[src/rtl/bank_core_rsp_queue_pkg.sv]
// rtl/bank_core_rsp_queue_pkg.sv - shared widths and entry packing for the bank response queue
// Entries are packed {pmask, tid, tag, data}, most significant field first.
package bank_core_rsp_queue_pkg;

  localparam int BYTE_BITS = 8;

  function automatic int word_width(input int word_size);
    return BYTE_BITS * word_size;
  endfunction

  function automatic int reqs_bits(input int num_reqs);
    return (num_reqs > 1) ? $clog2(num_reqs) : 1;
  endfunction

  function automatic int entry_width(input int num_ports, input int word_size,
                                     input int num_reqs, input int tag_width);
    return num_ports + num_ports * reqs_bits(num_reqs) + tag_width
         + num_ports * word_width(word_size);
  endfunction

endpackage

[src/rtl/bank_core_rsp_queue_dp_ram.sv]
// rtl/bank_core_rsp_queue_dp_ram.sv - one-write one-read storage array with asynchronous read
// The array is intentionally not reset; occupancy is tracked by the queue core.
module bank_core_rsp_queue_dp_ram #(
  parameter int DATAW = 1,
  parameter int SIZE  = 2,
  localparam int ADDRW = $clog2(SIZE)
) (
  input  logic             i_clk,
  input  logic             i_wren,
  input  logic [ADDRW-1:0] i_waddr,
  input  logic [DATAW-1:0] i_wdata,
  input  logic [ADDRW-1:0] i_raddr,
  output logic [DATAW-1:0] o_rdata
);

  logic [DATAW-1:0] r_mem [SIZE];

  always_ff @(posedge i_clk) begin
    if (i_wren) begin
      r_mem[i_waddr] <= i_wdata;
    end
  end

  assign o_rdata = r_mem[i_raddr];

endmodule

[src/rtl/bank_core_rsp_queue.sv]
// rtl/bank_core_rsp_queue.sv - per-bank core-response queue with registered head and almost-full
// The head register is an occupied entry; the RAM holds the count-1 entries behind it.
module bank_core_rsp_queue
  import bank_core_rsp_queue_pkg::*;
#(
  parameter int CACHE_ID       = 0,
  parameter int NUM_REQS       = 4,
  parameter int NUM_PORTS      = 1,
  parameter int WORD_SIZE      = 4,
  parameter int CORE_TAG_WIDTH = 8,
  parameter int QUEUE_SIZE     = 8,
  parameter int ALM_FULL       = QUEUE_SIZE - 2,
  localparam int WORD_WIDTH    = word_width(WORD_SIZE),
  localparam int REQS_BITS     = reqs_bits(NUM_REQS),
  localparam int CNTW          = $clog2(QUEUE_SIZE) + 1
) (
  input  logic                            clk,
  input  logic                            reset,
  input  logic                            enq_valid,
  input  logic [NUM_PORTS-1:0]            enq_pmask,
  input  logic [NUM_PORTS*WORD_WIDTH-1:0] enq_data,
  input  logic [NUM_PORTS*REQS_BITS-1:0]  enq_tid,
  input  logic [CORE_TAG_WIDTH-1:0]       enq_tag,
  output logic                            enq_ready,
  output logic                            alm_full,
  output logic                            rsp_valid,
  output logic [NUM_PORTS-1:0]            rsp_pmask,
  output logic [NUM_PORTS*WORD_WIDTH-1:0] rsp_data,
  output logic [NUM_PORTS*REQS_BITS-1:0]  rsp_tid,
  output logic [CORE_TAG_WIDTH-1:0]       rsp_tag,
  input  logic                            rsp_ready,
  output logic [CNTW-1:0]                 count,
  output logic                            empty,
  output logic                            full
);

  localparam int ADDRW   = $clog2(QUEUE_SIZE);
  localparam int ENTRY_W = entry_width(NUM_PORTS, WORD_SIZE, NUM_REQS, CORE_TAG_WIDTH);
  localparam logic [CNTW-1:0] QSIZE_C = CNTW'(QUEUE_SIZE);
  localparam logic [CNTW-1:0] ALMF_C  = CNTW'(ALM_FULL);

  logic [ADDRW-1:0]   r_rd_ptr;
  logic [ADDRW-1:0]   r_wr_ptr;
  logic [CNTW-1:0]    r_count;
  logic               r_alm_full;
  logic [ENTRY_W-1:0] r_head;

  logic               w_enq_fire;
  logic               w_deq_fire;
  logic               w_bypass;
  logic               w_ram_write;
  logic               w_head_from_ram;
  logic [ENTRY_W-1:0] w_enq_entry;
  logic [ENTRY_W-1:0] w_ram_rdata;
  logic [CNTW-1:0]    w_count_next;

  assign w_enq_entry = {enq_pmask, enq_tid, enq_tag, enq_data};

  assign enq_ready  = (r_count != QSIZE_C);
  assign rsp_valid  = (r_count != '0);
  assign w_enq_fire = enq_valid && enq_ready && (|enq_pmask);
  assign w_deq_fire = rsp_valid && rsp_ready;

  // Enqueue goes straight to the head when no other entry would precede it.
  assign w_bypass        = w_enq_fire && ((r_count == '0) ||
                                          ((r_count == CNTW'(1)) && w_deq_fire));
  assign w_ram_write     = w_enq_fire && !w_bypass;
  assign w_head_from_ram = w_deq_fire && (r_count > CNTW'(1));

  always_comb begin
    w_count_next = r_count;
    if (w_enq_fire && !w_deq_fire) begin
      w_count_next = r_count + CNTW'(1);
    end else if (!w_enq_fire && w_deq_fire) begin
      w_count_next = r_count - CNTW'(1);
    end
  end

  always_ff @(posedge clk or posedge reset) begin
    if (reset) begin
      r_rd_ptr   <= '0;
      r_wr_ptr   <= '0;
      r_count    <= '0;
      r_alm_full <= 1'b0;
    end else begin
      r_count    <= w_count_next;
      r_alm_full <= (w_count_next >= ALMF_C);
      if (w_ram_write) begin
        r_wr_ptr <= r_wr_ptr + ADDRW'(1);
      end
      if (w_head_from_ram) begin
        r_rd_ptr <= r_rd_ptr + ADDRW'(1);
      end
    end
  end

  always_ff @(posedge clk) begin
    if (w_bypass) begin
      r_head <= w_enq_entry;
    end else if (w_head_from_ram) begin
      r_head <= w_ram_rdata;
    end
  end

  bank_core_rsp_queue_dp_ram #(
    .DATAW (ENTRY_W),
    .SIZE  (QUEUE_SIZE)
  ) u_ram (
    .i_clk   (clk),
    .i_wren  (w_ram_write),
    .i_waddr (r_wr_ptr),
    .i_wdata (w_enq_entry),
    .i_raddr (r_rd_ptr),
    .o_rdata (w_ram_rdata)
  );

  assign {rsp_pmask, rsp_tid, rsp_tag, rsp_data} = r_head;

  assign count    = r_count;
  assign empty    = (r_count == '0);
  assign full     = (r_count == QSIZE_C);
  assign alm_full = r_alm_full;

`ifndef SYNTHESIS
  // A refused enqueue must never grow occupancy; a stalled head must hold still.
  a_blocked_enq: assert property (@(posedge clk) disable iff (reset)
    (enq_valid && !enq_ready) |=> (r_count <= $past(r_count)))
    else $error("bank_core_rsp_queue cache %0d: blocked enqueue grew occupancy", CACHE_ID);

  a_head_stable: assert property (@(posedge clk) disable iff (reset)
    (rsp_valid && !rsp_ready) |=> (rsp_valid && $stable(r_head)))
    else $error("bank_core_rsp_queue cache %0d: head changed while stalled", CACHE_ID);
`endif

endmodule

[config.mk]
export PLATFORM = sky130hd
export DESIGN_NAME = bank_core_rsp_queue
export DESIGN_NICKNAME = d
export VERILOG_FILES = /design/src/rtl/bank_core_rsp_queue_pkg.sv /design/src/rtl/bank_core_rsp_queue_dp_ram.sv /design/src/rtl/bank_core_rsp_queue.sv
export SDC_FILE = /design/constraint.sdc
export NUM_CORES = 1
export LEC_CHECK = 0
export BUFFER_PORTS_ARGS = -buffer_cell sky130_fd_sc_hd__buf_2
export CAP_MARGIN = 25
export CORE_UTILIZATION = 48
export CTS_CLUSTER_SIZE = 30
export DETAILED_ROUTE_END_ITERATION = 10
export PLACE_DENSITY = 0.79
export SYNTH_ARGS = -nofsm -noshare
export SYNTH_HDL_FRONTEND = slang
export SYNTH_SLANG_ARGS = --single-unit
[constraint.sdc]
create_clock -name clk -period 4.72 [get_ports clk]
set_clock_uncertainty 0.15 [all_clocks]
set_input_delay 0.472 -clock clk [delete_from_list [all_inputs] [get_ports clk]]
set_output_delay 0.472 -clock clk [all_outputs]
set_load 0.05 [all_outputs]
==> results by group, run 1 <==
Clock network
  • Clock root cell: clkbuf_16
  • CTS H-tree depth: 2
  • Clock Pin Slew Worst Setup and Hold Paths: roughly 60 ps
  • CTS tree: built
  • CTS max path bufs: 3
  • CTS buffer count: 40
  • Worst-Skew Late Latency: 530 ps
  • Total clock sinks: ~400

Detailed routing
  • Routed wire per std cell: between 20 and 25 µm
  • Drt drc: 0
  • Vias/cell: 5.71
  • Vias: around 7200
  • Antenna Nets Post-Route: 0
  • Initial DRT Pass Iterations: 5
  • DR iter-0 viols: a little under 600
  • Post-Route WL: roughly 29000 µm

Synthesis
  • Adder-Cell Fraction of Synth Area: less than 1%
  • Synth Area in Compound Gates: about 2.2%
  • Async set or reset register ratio after synthesis: between 2 and 3%
  • Xor/xnor share of the synthesized area: less than 1%
  • EDFF count, synth: 387
  • Synth Area per Inst: 21.3 µm²
  • Synthesis-stage register bit count: just under 400
  • Largest family of logic cells by synthesized area: multiplexers
  • Synthesized area: between 0.015 and 0.02 mm²
  • Syn Nets: 769
  • Synthesized-area fraction occupied by and/or/nand/nor cells: 2.25%
  • Primary FF master, synth: edfxtp_1
  • Multiplexer share of the synthesized area: 15.5%
  • Post-Syn Instances: approximately 700
  • Cell variety after synth: 36
  • Syn. warnings: 0
  • Register area share after synthesis: 78.0%

Critical path
  • Worst R2R Setup Slack: roughly 1400 ps
  • FF-to-FF End: u_ram.r_mem[3][18]
  • R2r worst-path depth: 9
  • Worst EP required: around 4800 ps
  • Kind of end point of the critical path: flip-flop
  • Critical-path maximum fanout: 30
  • CP Launch Type: flip-flop
  • CP Class: reg2reg
  • Reg-to-reg critical path startpoint: count[0]
  • Worst Path Arrival: about 3400 ps

Pwr
  • Leak pwr: 0.00586 µW
  • Sw power: 3650 µW
  • Power share of the clock group: about 28%
  • Pint: ~7600 µW
  • Max VDD drop: approximately 0.00049 V
  • Combinational power share: 28.8%
  • Part of the power in registers: 43.6%
  • Net Sw Frac: roughly a third
  • Final Power: approximately 11000 µW
  • Pwr dens: about 640 mW/mm²

Floorplanning
  • CORE AREA: 0.0309 mm²
  • Initial Util: 49.4%
  • Full die area: approximately 0.032 mm²
  • Std cell rows: 64
  • Die X: roughly 180 µm
  • Ports: 99
  • Die extent in y: 180 µm

STA
  • Setup-failing EPs final: 0
  • RSZ-0062 raised after global routing: false
  • Worst-margin pin slew: 955 ps
  • Final worst path period share: 69.8%
  • Max Slew Vio Count: 0
  • Final Hold Fails: 0
  • Minimum clock period after layout: ~3300 ps
  • F_max: 304 MHz
  • Slew margin rel.: a little over a third
  • Hold_ws: between 80 and 90 ps

Flow run
  • Maximum capacitance violations: 0

Hold path
  • Hold wc startpoint: enq_tag[6]
  • Worst Hold Class: in2reg
  • Hold Path Stages: 1
  • Worst Hold Endpoint: u_ram.r_mem[6][38]

Place
  • GPL Wtd Cong: ~0.76
  • Port Buf Inserts: 98
  • Detailed Place HPWL: around 17000 µm
  • Placed cells: about 1200

Cells and area
  • Commonest non-fill, non-tap cell in the layout: edfxtp_1
  • Non-Filler Instances: 1265
  • Share of layout cells above drive strength 1: 31.9%
  • Final #Nets: between 800 and 900
  • Commonest non-fill, non-tap cells in the layout: 387 x edfxtp_1, 98 x buf_2, 86 x mux4_2
  • Filler Cell Count: 2214
  • Synth-to-layout area growth: 15.6%

Global route
  • Vias in the first global route: around 7500
  • Largest net degree at the start of global routing: 71
  • Initial antenna violation count: 1
  • First-pass GRT wire length: approximately 45000 µm
  • Grt ovf: 0
  • Total track usage: between 10% and 20%

Outcome
  • Status: finished clean
==> final cells by class <==
cell class              count  area, µm²  area share [%]
inverters                   5       18.8           0.106
clock inverters            18        141           0.802
flip-flops and latches    398      11900            67.5
diodes                      1       2.50          0.0142
multi-input cells         276       3230            18.3
repair buffers            117        693            3.93
well taps                 396        495            2.81
clock buffers              54       1140            6.49
==> flip-flops by register name, summed over array words and instances (netlist names) <==
signal / cells
alm_full: 1
r_rd_ptr: 3
count: 4
r_head: 43
u_ram.r_mem: 344
r_wr_ptr: 3
==> what timing repair did <==
| action | in CTS | in global routing |
|---|---|---|
| buffers inserted | 0 | 0 |
| endpoints found under the hold margin | 11 | 0 |
| hold buffers | 1 | 0 |
| resized for setup | 0 | 0 |
==> critical path: stages, from the launching register on <==
cell	delay, ps
dfrtp_1	470
inv_1	70
ha_1	270
nand3b_1	120
inv_1	110
nor2_1	160
o31a_1	230
nand2_1	260
nor2_4	820
buf_4	310
==> worst max-delay path by stage <==
stage	end	slack [ps]	cells after the start	from
floorplan	u_ram.r_mem[2][0]	-180	8	count[1]
global route	u_ram.r_mem[3][14]	1150	9	count[0]
global placement	u_ram.r_mem[3][17]	1490	9	count[0]
finish	u_ram.r_mem[3][18]	1430	9	count[0]
CTS	u_ram.r_mem[3][18]	1390	9	count[0]
detailed placement	u_ram.r_mem[3][18]	1390	9	count[0]
==> synth_stat cells (2+ instances only) <==
library cell,number,area (µm²)
edfxtp_1,387,11600
mux4_2,86,1940
nand2_1,53,199
o21ai_0,44,220
mux2i_1,42,420
buf_2,18,90.1
clkbuf_1,12,45.0
dfrtp_1,11,275
nor2_1,11,41.3
ha_1,5,62.6
inv_1,5,18.8
xnor2_1,5,43.8
nand2b_1,4,25.0
nor3_1,4,20.0
buf_1,3,11.3
buf_4,3,22.5
nand3_1,3,15.0
a21oi_1,2,10.0
buf_6,2,22.5
==> power groups by stage <==
stage / clock network [µW] / logic, µW / registers [µW]
after floorplan: 0 / 1900 / 5460
after global placement: 0 / 3090 / 5030
after detailed placement: 0 / 3140 / 5050
after CTS: 3140 / 3160 / 4990
after global routing: 3270 / 3440 / 4940
final: 3090 / 3230 / 4880
==> through the flow <==
step / setup slack, ps / area [µm²] / setup TNS (ps) / utilization, %
floorplan: -185 / 15300 / -33660 / -
global placement: 1490 / 16300 / 0 / 52.8
detailed placement: 1390 / 16300 / 0 / 52.8
CTS: 1390 / 17600 / 0 / 57.0
global route: 1150 / 17600 / 0 / 57.0
finish: 1430 / 17600 / 0 / 57.1
==> routing by layer <==
layer | vias up | share of wire, % | GRT usage [%] | routed length, µm
met5 | - | 0 | 0 | 0
met4 | 0 | 2.3 | 5.64 | 687
met3 | 47 | 5.5 | 3.72 | 1600
met2 | 247 | 50 | 30.5 | 14600
met1 | 3759 | 42 | 24.5 | 12400
li1 | 3172 | - | - | -
==> logic make-up (layout without fill, tap and decap cells) <==
| kind of cell | count (synthesis) | in the layout |
|---|---|---|
| flops | 398 | 398 |
| mux | 129 | 129 |
| simple gates | 81 | 81 |
| compound gates | 56 | 56 |
| buf+inv | 43 | 194 |
| fa+ha+maj | 5 | 5 |
| xor+xnor | 5 | 5 |
| other cells | 0 | 1 |
Power figures use the tool's default switching activity.
==> run 2, diff against run 1 <==
==> constraint.sdc (replaced) <==
create_clock -name clk -period 2.76 [get_ports clk]
set_clock_uncertainty 0.15 [all_clocks]
set_input_delay 0.276 -clock clk [delete_from_list [all_inputs] [get_ports clk]]
set_output_delay 0.276 -clock clk [all_outputs]
set_load 0.05 [all_outputs]
==> run 2 against run 1 <==
Compared with the run above:
- sequential power rose by 69%
- hold slack improved by 12 ps
- global-route usage grew 0.49 points
- first-iteration DRC count rose by 32%
- core utilization is 2.0 points higher
- critical path depth rose by 1
- sequential share of layout area down 2.3 points
- clock power is 57% higher
- count of clock-buffer cells in the layout up 3
- largest cell class unchanged
==> results by group, run 2 (synthesis gave the netlist of run 1 again) <==
Critical path
  • Worst R2R Setup Slack: 160 ps (-1260 ps)
  • Worst EP required: 2840 ps (-1960 ps)
  • Kind of end point of the critical path: flip-flop
  • CP Launch Type: flip-flop
  • Critical-path maximum fanout: 18 (-40%)
  • Reg-to-reg critical path startpoint: count[0]
  • CP Class: reg2reg
  • FF-to-FF End: u_ram.r_mem[1][4]
  • R2r worst-path depth: 10 (+1)
  • Critical path launch point: count[0]
  • Worst Path Arrival: 2670 ps (-700 ps)

Pwr
  • Net Sw Frac: 32.9% (+0.37 points)
  • Combinational power share: 31.2% (+2.4 points)
  • Power share of the clock group: 25.5% (-2.1 points)
  • Sw power: 6260 µW (+72%)
  • Max VDD drop: 0.000817 V (+68%)
  • Part of the power in registers: 43.3% (-0.3 points)
  • Pint: 12700 µW (+69%)
  • Pwr dens: 1040 mW/mm² (+64%)
  • Leak pwr: 0.00609 µW (+3.9%)

Cells and area
  • Share of layout cells above drive strength 1: 31.5% (-0.37 points)
  • Commonest non-fill, non-tap cells in the layout: 387 x edfxtp_1, 98 x buf_2, 86 x mux4_2
  • Synth-to-layout area growth: 19.7%
  • Max reg flops: 344 (unchanged)
  • Commonest non-fill, non-tap cell in the layout: edfxtp_1
  • Reg with most FFs: u_ram.r_mem
  • Final #Nets: 951 (+6.9%)
  • Fin area: 0.0183 mm² (+3.5%)

Place
  • Detailed Place HPWL: 16700 µm (+0.70%)
  • Area after DPL: 0.0166 mm² (+1.6%)
  • GPL Wtd Cong: 0.731 (-3.4%)
  • Port Buf Inserts: 98 (unchanged)
  • Worst slack at placement: 129 ps (-1270 ps)

Detailed routing
  • Vias/cell: 5.60 (-2.0%)
  • Initial DRT Pass Iterations: 7 (+2)
  • Post-Route WL: 30500 µm (+4.2%)
  • Routed wire per std cell: 23.0 µm (-0.59%)
  • Antenna Nets Post-Route: 0 (unchanged)
  • Vias: 7420 (+2.7%)
  • DR iter-0 viols: 768 (+32%)
  • Drt drc: 0 (unchanged)

Clock network
  • Clock Pin Slew Worst Setup and Hold Paths: 60 ps (about the same)
  • CTS tree: built
  • Clock root cell: clkbuf_16
  • CTS max path bufs: 3 (unchanged)
  • CTS buffer count: 40 (unchanged)
  • Worst-Skew Late Latency: 530 ps (about the same)
  • CTS H-tree depth: 2 (unchanged)
  • Total clock sinks: 398 (unchanged)

Hold path
  • Worst Hold Endpoint: count[2]
  • Hold Path Stages: 4 (+3)
  • Hold wc startpoint: enq_valid
  • Worst Hold Class: in2reg

STA
  • RSZ-0062 raised after global routing: false
  • Slew margin rel.: 59.1% (+23 points)
  • Setup TNS: 0 ps (unchanged)
  • Max Slew Vio Count: 0 (unchanged)
  • Final Hold Fails: 0 (unchanged)
  • F_max: 385 MHz (+27%)
  • Final worst path period share: 94.0% (+24 points)
  • Setup ws final: 165 ps (-1260 ps)
  • Setup-failing EPs final: 0 (unchanged)
  • Minimum clock period after layout: 2600 ps (-699 ps)
  • Worst-margin pin slew: 613 ps (-343 ps)

Global route
  • Largest net degree at the start of global routing: 56 (-21%)
  • Total track usage: 18.8% (+0.49 points)
  • Grt ovf: 0 (unchanged)
  • First-pass GRT wire length: 45800 µm (+2.3%)
  • Vias in the first global route: 7697 (+2.1%)
  • Initial antenna violation count: 1 (unchanged)

Floorplanning
  • Initial Util: 49.4% (unchanged)
  • Die extent in y: 180 µm (unchanged)
  • Ports: 99 (unchanged)
  • Std cell rows: 64 (unchanged)
  • CORE AREA: 0.0309 mm² (unchanged)
  • Full die area: 0.0325 mm² (unchanged)
  • Die X: 180 µm (unchanged)

Flow run
  • Maximum capacitance violations: 0 (unchanged)

Outcome
  • Status: finished clean
## run 2: changes by cell type in the layout (fill, tap and decap cells not counted), sizes merged
cell and delta:
clkinvlp +3, bufinv -2, clkbuf +5, clkinv -1, buf +15, inv -3, dlygate4sd3 +44
## run 2: stage by stage
| step | hold WS [ps] | total power [µW] | utilization (%) | instances |
|---|---|---|---|---|
| floorplan | -21.7 | 12700 | - | 717 |
| global placement | 150 | 14100 | 53.6 | 1202 |
| detailed placement | 162 | 14200 | 53.6 | 1202 |
| CTS | 65.2 | 19100 | 58.8 | 1319 |
| global route | 111 | 19800 | 59.1 | 1326 |
| finish | 96.3 | 19000 | 59.1 | 1326 |
## run 2: area by class of cell
class / instances / area, µm²
clock inverters: 15 / 86.3
inverters: 5 / 22.5
well taps: 396 / 495
flip-flops and latches: 398 / 11900
repair buffers: 178 / 1430
clock buffers: 57 / 1060
diodes: 1 / 2.50
fillers: 2168 / 12600
multi-input cells: 276 / 3250
## run 2: power groups by stage
| stage | sequential [µW] | combinational (µW) | clock (µW) |
|---|---|---|---|
| CTS | 8250 | 5970 | 4920 |
| detailed placement | 8360 | 5850 | 0 |
| global route | 8320 | 6310 | 5160 |
| global placement | 8330 | 5790 | 0 |
| floorplan | 9350 | 3320 | 0 |
| finish | 8240 | 5930 | 4840 |
## run 2: timing repair
| action | 4_1_cts | 5_1_grt |
|---|---|---|
| hold buffers | 45 | 0 |
| hold endpoints to repair | 366 | 0 |
| gates resized for setup | 0 | 0 |
| setup buffers | 0 | 4 |
| endpoints found under the setup margin | 0 | 71 |
## run 2: how the worst max path moves through the flow
stage / depth (start not counted) / end / slack [ps]
global route: 10 / u_ram.r_mem[1][21] / 20
detailed placement: 9 / u_ram.r_mem[1][6] / 130
finish: 10 / u_ram.r_mem[1][4] / 160
CTS: 9 / u_ram.r_mem[1][16] / 90
floorplan: 8 / u_ram.r_mem[0][0] / -1350
global placement: 9 / u_ram.r_mem[1][6] / 230
## run 2: worst max-delay path: stages, from the launching register on
cell        delay [ps]
dfrtp_2            450
inv_2               60
ha_4               170
nand3b_1           150
clkinvlp_4         170
nor2_2             130
o31a_1             310
nand2_4            150
nor3_4             190
buf_12             150
clkbuf_16          190
## run 2: metal layers
| metal | track usage [%] | part of all wire [%] | vias to the layer above | routed length [µm] |
|---|---|---|---|---|
| li1 | - | - | 3297 | - |
| met1 | 25.2 | 42 | 3827 | 12800 |
| met2 | 32.1 | 51 | 241 | 15600 |
| met3 | 2.69 | 4.6 | 55 | 1400 |
| met4 | 5.74 | 2.3 | 0 | 706 |
| met5 | 0 | 0 | - | 0 |
==> run 3, diff against run 2 <==
--- a/config.mk
+++ b/config.mk
@@ -10,7 +10,7 @@
 export CORE_UTILIZATION = 48
 export CTS_CLUSTER_SIZE = 30
 export DETAILED_ROUTE_END_ITERATION = 10
-export PLACE_DENSITY = 0.79
+export PLACE_DENSITY = 0.75
 export SYNTH_ARGS = -nofsm -noshare
 export SYNTH_HDL_FRONTEND = slang
 export SYNTH_SLANG_ARGS = --single-unit
==> run 3 against run 2 <==
Compared with the run above:
- first-iteration DRC count decreased by 17%
- maximum frequency increased by 0.93%
- non-clock buffer count decreased by 6
- largest power group unchanged
- highest routed layer is now met5
==> results by group, run 3 (synthesis gave the netlist of run 1 again) <==
Outcome
  • Status: finished clean

Pwr
  • Leak pwr: 0.00608 µW (about the same)
  • Sw power: 6200 µW (-1.0%)
  • Max VDD drop: 0.000836 V (+2.3%)
  • Net Sw Frac: 32.4% (-0.57 points)
  • Pwr dens: 1050 mW/mm² (+0.87%)
  • Pint: 13000 µW (+1.6%)
  • Part of the power in registers: 43.1% (-0.2 points)
  • Combinational power share: 30.5% (-0.7 points)
  • Power share of the clock group: 26.4% (+0.9 points)

Clock network
  • Post-CTS Resized: 0 (unchanged)
  • CTS tree: built
  • CTS buffer count: 41 (+2.5%)
  • CTS max path bufs: 3 (unchanged)
  • Total clock sinks: 398 (unchanged)
  • CTS H-tree depth: 2 (unchanged)
  • Clock Pin Slew Worst Setup and Hold Paths: 60 ps (about the same)
  • Worst-Skew Late Latency: 520 ps (about the same)
  • Clock root cell: clkbuf_16

Cells and area
  • Max reg flops: 344 (unchanged)
  • Filler Cell Count: 2204 (+1.7%)
  • Commonest non-fill, non-tap cell in the layout: edfxtp_1
  • Non-Filler Instances: 1317 (-0.68%)
  • FF/Latch Area: 0.0119 mm² (unchanged)
  • Share of layout cells above drive strength 1: 31.7% (+0.17 points)
  • Number of inserted diodes: 0 (-1)
  • Commonest non-fill, non-tap cells in the layout: 387 x edfxtp_1, 98 x buf_2, 86 x mux4_2
  • Multi-input gate area: 0.00325 mm² (unchanged)
  • Synth-to-layout area growth: 19.6%
  • Final #Nets: 946 (-0.53%)
  • Reg with most FFs: u_ram.r_mem
  • Utilization after layout: 59.0% (-0.069 points)

Place
  • GPL Wtd Cong: 0.726 (-0.72%)
  • Port Buf Inserts: 98 (unchanged)
  • Detailed Place HPWL: 16600 µm (-0.77%)
  • Placed cells: 1201 (-0.083%)

Floorplanning
  • Std cell rows: 64 (unchanged)
  • CORE AREA: 0.0309 mm² (unchanged)
  • Die X: 180 µm (unchanged)
  • Die extent in y: 180 µm (unchanged)
  • Ports: 99 (unchanged)
  • Initial Util: 49.4% (unchanged)
  • Full die area: 0.0325 mm² (unchanged)

STA
  • Max Slew Vio Count: 0 (unchanged)
  • Slew margin rel.: 64.6% (+5.4 points)
  • Final worst path period share: 93.2% (-0.87 points)
  • Setup-failing EPs final: 0 (unchanged)
  • Final Hold Fails: 0 (unchanged)
  • Setup TNS: 0 ps (unchanged)
  • F_max: 389 MHz (+0.93%)
  • Minimum clock period after layout: 2570 ps (-24.0 ps)
  • RSZ-0062 raised after global routing: false
  • Worst-margin pin slew: 531 ps (-81.6 ps)

Detailed routing
  • Routed wire per std cell: 21.8 µm (-5.2%)
  • Vias/cell: 5.65 (+0.98%)
  • Vias: 7442 (+0.30%)
  • Post-Route WL: 28700 µm (-5.9%)
  • Drt drc: 0 (unchanged)
  • Initial DRT Pass Iterations: 5 (-2)
  • DR iter-0 viols: 641 (-17%)
  • Antenna Nets Post-Route: 0 (unchanged)

Global route
  • First-pass GRT wire length: 44900 µm (-2.0%)
  • Initial antenna violation count: 1 (unchanged)
  • Largest net degree at the start of global routing: 58 (+3.6%)
  • Total track usage: 18.3% (-0.51 points)
  • Vias in the first global route: 8033 (+4.4%)
  • Grt ovf: 0 (unchanged)

Critical path
  • CP Launch Type: flip-flop
  • Kind of end point of the critical path: flip-flop
  • Critical-path maximum fanout: 32 (+14)
  • Worst EP required: 2810 ps (-30 ps)
  • Worst R2R Setup Slack: 190 ps (+20 ps)
  • CP Class: reg2reg
  • Worst Path Arrival: 2620 ps (-50 ps)

Flow run
  • Maximum capacitance violations: 0 (unchanged)

Hold path
  • Worst Hold Class: in2reg
[run 3: changes by cell type in the layout (fill, tap and decap cells not counted), sizes merged]
| cell | before | now |
|---|---|---|
| diode | 1 | 0 |
| clkbuf | 59 | 53 |
| inv | 5 | 6 |
| buf | 131 | 127 |
| clkinv | 12 | 11 |
| bufinv | 0 | 2 |
[run 3: metal layers]
metal  vias to the layer above  track usage [%]  wire length (µm)
li1                       3284                -                 -
met1                      3839             22.9             11600
met2                       256             31.7             14500
met3                        61             3.86              1710
met4                         2             6.50               845
met5                         -                0                13
[run 3: final cells by class]
class                      instances  share of cell area [%]
tap                              396                    2.72
inverter                           5                   0.123
clock inverter                    17                   0.789
timing repair buffer             172                    7.31
sequential                       398                    65.3
clock buffer                      53                    5.93
multi-input combinational        276                    17.8
[run 3: repair_timing]
| action | 4_1_cts | 5_1_grt |
|---|---|---|
| hold endpoints to repair | 369 | 0 |
| setup endpoints to repair | 0 | 64 |
| setup buffers | 0 | 1 |
| hold buffers | 45 | 0 |
[run 3: stage by stage]
step | hold slack, ps | area, µm² | setup slack [ps] | total power [µW]
global placement | 141 | 16600 | 254 | 14100
finish | 78.1 | 18200 | 189 | 19100
global route | 168 | 18200 | 75.7 | 20000
floorplan | -21.7 | 15400 | -1350 | 12700
detailed placement | 146 | 16600 | 127 | 14200
CTS | 62.5 | 18200 | 84.1 | 19400
[run 3: path summary, 6_finish.rpt]
check / start / endpoint / cells after the start
setup / recovery: count[0] / u_ram.r_mem[1][22] / 10
min in group asynchronous: reset / alm_full / 3
setup reg to reg: count[0] / u_ram.r_mem[1][22] / 10
hold reg to reg: count[0] / count[0] / 1
max in group asynchronous: reset / r_rd_ptr[1] / 3
hold / removal: enq_valid / count[2] / 4
[run 3: worst max-delay path: stages, from the launching register on]
cell	delay (ps)
dfrtp_2	430
inv_2	60
ha_4	170
nand3b_1	170
clkinvlp_4	190
nor2_2	130
o31a_1	140
buf_4	150
nand2_4	110
nor3_4	270
buf_12	250
[run 3: power by group through the flow]
stage          clock network, µW  registers [µW]  logic (µW)
4_1_cts                     5170            8270        5940
3_5_place_dp                   0            8380        5860
3_3_place_gp                   0            8360        5780
6_report                    5060            8250        5830
5_1_grt                     5390            8350        6240
2_1_floorplan                  0            9350        3320
